`src/rtl/instr_loader.sv`:
```
// instr_loader: sequential instruction encoder and loader for the single-cycle CPU.
// Accepts symbolic instruction descriptors over a valid/ready handshake.
// Each descriptor is encoded into a 32-bit MIPS word.
// The word is then written big-endian, one byte per cycle, into byte-wide instruction memory.
//
// Parameters:
//   ADDR_W    - instruction-memory byte-address width (capacity 2^(ADDR_W-2) words)
//   BASE_ADDR - byte address of the first word (multiple of 4)
// Ports:
//   CLK, Reset            - clock, synchronous active-high reset
//   in_valid / in_ready   - descriptor handshake
//   in_kind, in_rs, in_rt, in_rd, in_sa, in_imm, in_target - descriptor fields
//   mem_addr, mem_data, mem_wr - byte write port to instruction memory
//   instr_word            - last encoded word
//   count                 - number of words completely written
//   done                  - halt word written
//   full                  - memory filled
//   checksum              - running XOR of written words
// Optional feature macro: LOADER_CHECKSUM_EN. When it is defined, checksum is accumulated.
// When it is undefined, checksum is tied to zero.
module instr_loader #(
  parameter int ADDR_W    = 8,
  parameter int BASE_ADDR = 0
) (
  input  logic              CLK,
  input  logic              Reset,
  input  logic              in_valid,
  output logic              in_ready,
  input  logic [3:0]        in_kind,
  input  logic [4:0]        in_rs,
  input  logic [4:0]        in_rt,
  input  logic [4:0]        in_rd,
  input  logic [4:0]        in_sa,
  input  logic [15:0]       in_imm,
  input  logic [25:0]       in_target,
  output logic [ADDR_W-1:0] mem_addr,
  output logic [7:0]        mem_data,
  output logic              mem_wr,
  output logic [31:0]       instr_word,
  output logic [ADDR_W-2:0] count,
  output logic              done,
  output logic              full,
  output logic [31:0]       checksum
);

  localparam logic [31:0]       HALT_WORD = 32'hFC00_0000;
  // Capacity in words, 2^(ADDR_W-2), expressed in the width of count.
  localparam logic [ADDR_W-2:0] CAP_WORDS = {1'b1, {(ADDR_W-2){1'b0}}};

  typedef enum logic [2:0] {
    IDLE = 3'd0,
    B0   = 3'd1,
    B1   = 3'd2,
    B2   = 3'd3,
    B3   = 3'd4,
    DONE = 3'd5,
    FULL = 3'd6
  } stateT;

  stateT             state;
  stateT             stateNext;
  logic [ADDR_W-1:0] ptr;
  logic [1:0]        byteOff;
  logic [ADDR_W-2:0] countInc;

  // Map a descriptor onto its MIPS machine word; fields the format does not use are forced to zero.
  function automatic logic [31:0] encodeInstr(
    input logic [3:0]  kind,
    input logic [4:0]  rs,
    input logic [4:0]  rt,
    input logic [4:0]  rd,
    input logic [4:0]  sa,
    input logic [15:0] imm,
    input logic [25:0] target
  );
    logic [31:0] w;
    case (kind)
      4'd0:    w = {6'b000000, rs, rt, rd, 5'd0, 6'b100000};
      4'd1:    w = {6'b000000, rs, rt, rd, 5'd0, 6'b100010};
      4'd2:    w = {6'b000000, rs, rt, rd, 5'd0, 6'b100100};
      4'd3:    w = {6'b000000, rs, rt, rd, 5'd0, 6'b100101};
      4'd4:    w = {6'b000000, 5'd0, rt, rd, sa, 6'b000000};
      4'd5:    w = {6'b001001, rs, rt, imm};
      4'd6:    w = {6'b001100, rs, rt, imm};
      4'd7:    w = {6'b001101, rs, rt, imm};
      4'd8:    w = {6'b001010, rs, rt, imm};
      4'd9:    w = {6'b101011, rs, rt, imm};
      4'd10:   w = {6'b100011, rs, rt, imm};
      4'd11:   w = {6'b000100, rs, rt, imm};
      4'd12:   w = {6'b000101, rs, rt, imm};
      4'd13:   w = {6'b000001, rs, 5'd0, imm};
      4'd14:   w = {6'b000010, target};
      4'd15:   w = HALT_WORD;
      default: w = HALT_WORD;
    endcase
    return w;
  endfunction

  assign countInc = count + {{(ADDR_W-2){1'b0}}, 1'b1};

  // Next-state and write-port decode.
  // mem_* depend only on registered state, never on in_*.
  always_comb begin
    stateNext = state;
    in_ready  = 1'b0;
    mem_wr    = 1'b0;
    mem_data  = 8'h00;
    byteOff   = 2'd0;
    case (state)
      IDLE: begin
        in_ready = ~Reset;
        if (in_valid) begin
          stateNext = B0;
        end else begin
          stateNext = IDLE;
        end
      end
      B0: begin
        mem_wr    = 1'b1;
        byteOff   = 2'd0;
        mem_data  = instr_word[31:24];
        stateNext = B1;
      end
      B1: begin
        mem_wr    = 1'b1;
        byteOff   = 2'd1;
        mem_data  = instr_word[23:16];
        stateNext = B2;
      end
      B2: begin
        mem_wr    = 1'b1;
        byteOff   = 2'd2;
        mem_data  = instr_word[15:8];
        stateNext = B3;
      end
      B3: begin
        mem_wr   = 1'b1;
        byteOff  = 2'd3;
        mem_data = instr_word[7:0];
        // Halt takes priority so a halt landing in the last slot still ends in DONE.
        if (instr_word == HALT_WORD) begin
          stateNext = DONE;
        end else if (countInc == CAP_WORDS) begin
          stateNext = FULL;
        end else begin
          stateNext = IDLE;
        end
      end
      DONE:    stateNext = DONE;
      FULL:    stateNext = FULL;
      default: stateNext = IDLE;
    endcase
    mem_addr = ptr + {{(ADDR_W-2){1'b0}}, byteOff};
  end

  // State register.
  always_ff @(posedge CLK) begin
    if (Reset) begin
      state <= IDLE;
    end else begin
      state <= stateNext;
    end
  end

  // Word latch, pointer, count and status flags.
  always_ff @(posedge CLK) begin
    if (Reset) begin
      ptr        <= ADDR_W'(BASE_ADDR);
      count      <= '0;
      instr_word <= 32'd0;
      done       <= 1'b0;
      full       <= 1'b0;
    end else begin
      if (state == IDLE && in_valid) begin
        instr_word <= encodeInstr(in_kind, in_rs, in_rt, in_rd, in_sa, in_imm, in_target);
      end
      if (state == B3) begin
        ptr   <= ptr + ADDR_W'(4);
        count <= countInc;
        if (instr_word == HALT_WORD) begin
          done <= 1'b1;
        end
        if (countInc == CAP_WORDS) begin
          full <= 1'b1;
        end
      end
    end
  end

`ifdef LOADER_CHECKSUM_EN
  logic [31:0] checksumR;

  // Fold each word in only when its last byte lands, so words aborted by Reset never contribute.
  always_ff @(posedge CLK) begin
    if (Reset) begin
      checksumR <= 32'd0;
    end else if (state == B3) begin
      checksumR <= checksumR ^ instr_word;
    end else begin
      checksumR <= checksumR;
    end
  end

  assign checksum = checksumR;
`else
  assign checksum = 32'd0;
`endif

endmodule

```
`config.mk`:
```
export PLATFORM = sky130hd
export DESIGN_NAME = instr_loader
export DESIGN_NICKNAME = d
export VERILOG_FILES = /design/src/rtl/instr_loader.sv
export SDC_FILE = /design/constraint.sdc
export NUM_CORES = 1
export LEC_CHECK = 0
export CORE_MARGIN = 10
export CORE_UTILIZATION = 40
export DETAILED_ROUTE_END_ITERATION = 8
export PLACE_DENSITY = 0.9
export SYNTH_ARGS = -nofsm -noshare
export SYNTH_HDL_FRONTEND = slang
export SYNTH_SLANG_ARGS = --single-unit
```
`constraint.sdc`:
```
create_clock -name CLK -period 1.95 [get_ports CLK]
set_input_delay 0.39 -clock CLK [delete_from_list [all_inputs] [get_ports CLK]]
set_output_delay 0.39 -clock CLK [all_outputs]
set_load 0.05 [all_outputs]
```
# Word-level counts from Yosys, hierarchy flattened
# Cells that the tools add are included.
classes:
  add_sub_neg: 3
  eq_ne: 23
  mux: 9
  bitwise_logic: 1
  reduce_logical: 6
ops:
  columns: ["cell", "n"]
  rows:
  - ["32-bit case mux with 16 select lines", 1]
  - ["32-bit == test, second input constant", 1]
  - ["4-bit == test, second input constant", 8]
  - ["8-bit case mux with 4 select lines", 1]
  - ["3-bit case mux with 7 select lines", 1]
  - ["4-bit by 3-bit == test with 1-bit output, second input constant", 4]
  - ["3-bit == test, second input constant", 3]
  - ["8-bit by 2-bit adder with 8-bit output", 1]
  - ["8-bit by 3-bit adder with 8-bit output, second input constant", 1]
  - ["4-bit by 2-bit == test with 1-bit output, second input constant", 2]
  - ["7-bit by 1-bit adder with 7-bit output, second input constant", 1]
  - ["7-bit == test, second input constant", 1]
  - ["3-bit by 2-bit == test with 1-bit output, second input constant", 2]
  - ["3-bit two-way mux", 2]
  - ["2-bit case mux with 3 select lines", 1]
  - ["4-bit by 1-bit == test with 1-bit output, second input constant", 1]
  - ["4-bit zero test", 1]
  - ["2-bit AND reduction", 2]
  - ["4-bit OR reduction", 1]
  - ["3-bit by 1-bit == test with 1-bit output, second input constant", 1]
  - ["3-bit zero test", 1]
  - ["1-bit two-way mux", 3]
  - ["1-bit logical AND", 1]
  - ["1-bit NOT", 1]
word_totals:
  register_bits: 52
  input_bits: 69
  out_inout_bits: 91
  elab_cells: 48

# Longest topological paths before layout
logic_depth:
  depth_word: 5
  mapped_depth: 7
  mapped_depth_nobuf: 5

# Least setup slack after synthesis
# OpenSTA, ideal clock, no wires.
synth_timing:
  kind: "in2out"
  from: "input port Reset"
  to: "output port in_ready"
  arrival_time_ns: 2.247
  required_time_ns: 1.560
  slack_ns: -0.687
  cell_stages: 3
  path_buffers: 2
  cell_sequence: "clkbuf_1 -> clkbuf_1 -> nor4_1"
synth_between:
  elab_chain_len: 2
synth_rtl:
  columns: ["item", "line", "rtl"]
  rows:
  - ["from (decl)", "26", "input logic Reset,"]
  - ["1-bit NOT", "111", "in_ready = ~Reset;"]
  - ["1-bit two-way mux", "109", "case (state)"]
  - ["to (decl)", "28", "output logic in_ready,"]
# No other way between the ends.

# Final worst setup path
layout_timing:
  from: "register state[0]"
  to: "output port mem_data[6]"
layout_between:
  elab_chain_len: 2
  elab_cells_between_ends: 5
  classes_between: "eq/ne (4); mux (1)"
layout_rtl:
  columns: ["item", "line", "rtl"]
  rows:
  - ["from (decl)", "60", "stateT state;"]
  - ["from (signal assigned)", "161", "state <= stateNext;"]
  - ["3-bit == test (tied with other cells)", "109", null]
  - ["8-bit case mux with 4 select lines (*)", "109", null]
  - ["to (decl)", "37", "output logic [7:0] mem_data,"]
# Every way passes the cells marked *; elsewhere a longest branch is shown, timed or not.

==> flow_summary.yaml <==
route:
  wl_met3_um: 1020
  highest_layer: "met4"
  drt_first_pass_iters: 8
  vias: 3525
  wl_per_cell_um: 18.5
  vias_per_cell: 5.56
  drtIter0Drc: 317
  wirelength_um: 11700
  wl_met2_um: 6030
  wl_met1_um: 4450
  route.detailed.drc: 0
  detail-route-antenna-nets: 0
synth:
  synth-edff-count: 0
  async_reset_ff_share_pct: 0
  synth-seq-area-share_pct: 31.5
  syn_area_um2: 3180
  postSynthCellCount: 386
  synth_ff_type: "dfxtp_1"
  avgSynthCellArea_um2: 8.24
  yosysWarnings: 0
  ys_types: 57
  ys_ff_latch: 50
run_status:
  violations: "negative setup slack"
  run_status: "complete, but fails checks"
pwr:
  power.density_nw_per_um2: 639
  power_frac_seq_pct: 37.2
  switchingPower_mw: 1.18
  pwr-share-comb_pct: 39.6
  internal_power_mw: 1.96
  clockPowerShare_pct: 23.2
  p_total_mw: 3.14
  ir_worst_vdd_uv: 367
  swShare_pct: 37.6
  p_leak_nw: 2.06
global_route:
  grt_pass1_vias: 3598
  track_usage_pct: 18.5
  grt_pass1_wl_um: 18000
  antenna_found_initial: 0
  grt_max_degree: 37
  grt-ovfl-total: 0
cts:
  clock-sinks: 50
  cts_max_path_buffers: 2
  cts_root_buffer: "clkbuf_8"
  numCtsBuffers: 5
  cts_tree: "done"
  clk_latency_ps: 300
  htree_num_levels: 2
  cts_hold_buffers: 0
  clk_pin_slew_worst_paths_ps: 90
run:
  timing.max_cap.violations: 0
setup_path:
  crit_path_end_kind: "output port"
  crit_path_start_kind: "register"
  crit_path_cell_trace: "buf_6 > mux2_2 > a22oi_1 > o21ai_2 > buf_12"
  slowest_delay_ps: 390
  crit_fanout: 5
  critPathRequiredTime_ps: 1560
  worstSetupPathType: "register to output port"
  worst_path_max_delay_cell: "dfxtp_4"
  crit_arrival_ps: 1620
timing:
  period_share_pct: 103
  maxSlewViolCount: 0
  finalSetupViolations: 6
  tns_ps: -198
  rsz0062_at_grt: "true"
  finalHoldViolations: 0
  tightest_slew_ps: 515
  worst_slack_ps: -57.5
  fin_crit_ps: 2010
  maxSlewHeadroom_pct: 65.6
  fmax_mhz: 498
  finClkSkew_ps: 3.86
floorplanning:
  chipHeight_um: 109
  ios: 160
  die_x_um: 109
  core_um2: 7730
  die_area_um2: 11900
  start_util_pct: 41.1
  rows: 32
layout:
  n_antenna_cell: 0
  area_growth_syn_to_layout_pct: 54.8
  drive_above_1_share_pct: 27.4
  final_common_cell: "buf_4"
  fin_nets: 602
  layout_common_cells: "78 x buf_4, 71 x clkdlybuf4s50_1, 49 x dfxtp_1"
  fin_util_pct: 63.7
placed_design:
  gp_congestion: 0.880
  io_buffer_count: 127
  dp_hpwl_um: 9380
  preCtsSetupSlack_ps: -63.7
min_path:
  hold_path.class: "register to register"
==> cell usage after synthesis (8+ instances only) <==
library cell  number  area [µm²]
a22o_1             8        70.1
xor2_1            10        87.6
a22oi_1           22         165
a211oi_1          13        97.6
a221oi_1           9        78.8
dfxtp_1           50        1000
clkbuf_1           9        33.8
nand4_1            8        50.1
mux2_2             9         101
o21ai_0           13        65.1
nor2_1            42         158
buf_2              8        40.0
nand2_1           29         109
buf_4             43         323
nor3_1            12        60.1
==> layout make-up <==
type / count / area, µm²
clock buffers: 6 / 72.6
clock inverters: 2 / 37.5
fillers: 655 / 2810
inverters: 10 / 37.5
multi-input cells: 294 / 1950
flip-flops and latches: 50 / 1000
well taps: 102 / 128
repair buffers: 170 / 1690
==> power by group through the flow <==
stage / Combinational (mW) / Clock, mW / Sequential, mW
after floorplan: 0.607 / 0 / 1.36
after global placement: 1.19 / 0 / 1.19
after detailed placement: 1.21 / 0 / 1.19
after CTS: 1.21 / 0.728 / 1.17
after global routing: 1.32 / 0.778 / 1.18
final: 1.25 / 0.728 / 1.17
==> metal layers <==
metal	track usage, %	vias to the layer above
met3	4.72	19
met4	5.56	0
met2	33.7	186
met1	20.5	1667
met5	0	-
li1	-	1653
==> through the flow <==
stage          cells  hold slack (ps)  area [µm²]
6_report         634              462        4920
5_1_grt          634              510        4920
4_1_cts          628              467        4770
3_5_place_dp     620              454        4650
3_3_place_gp     620              437        4650
2_1_floorplan    417              620        3330
==> path summary, 6_finish.rpt <==
path | cells after the start | slack, ps | end | from
max reg2reg | 6 | 180 | instr_word[30]$_SDFFE_PP0P_ | state[0]$_SDFF_PP0_
min | 2 | 460 | full$_SDFFE_PP0P_ | full$_SDFFE_PP0P_
max | 5 | -60 | mem_data[6] | state[0]$_SDFF_PP0_
min reg2reg | 2 | 460 | full$_SDFFE_PP0P_ | full$_SDFFE_PP0P_
==> worst max-delay path: cells and delay by family (launching register included) <==
kind / cells / cell delay [ps]
muxes: 1 / 350
DFF: 1 / 390
AOI/OAI and AO/OA: 2 / 280
buffers and inverters: 2 / 290
==> registers in the layout (all words and copies together) (netlist names) <==
| signal | count |
|---|---|
| done | 1 |
| instr_word | 32 |
| state | 3 |
| full | 1 |
| ptr | 6 |
| count | 7 |
==> timing repair <==
action | CTS | global route
endpoints found under the setup margin | 11 | 12
cloned | 0 | 1
buffers inserted | 0 | 5
pin swaps | 0 | 4
resized for setup | 3 | 20
==> kinds of logic (layout without fill, tap and decap cells) <==
logic type | Yosys count | count (layout) | synth area share (%)
xor+xnor | 14 | 14 | 3.86
flops | 50 | 50 | 31.5
mux | 9 | 9 | 3.19
fa+ha+maj | 3 | 3 | 1.10
compound gates | 111 | 111 | 26.3
simple gates | 125 | 125 | 19.7
buf+inv | 73 | 188 | 14.2
other cells | 1 | 32 | 0.118
No activity file was read; power rests on OpenSTA's default activity.
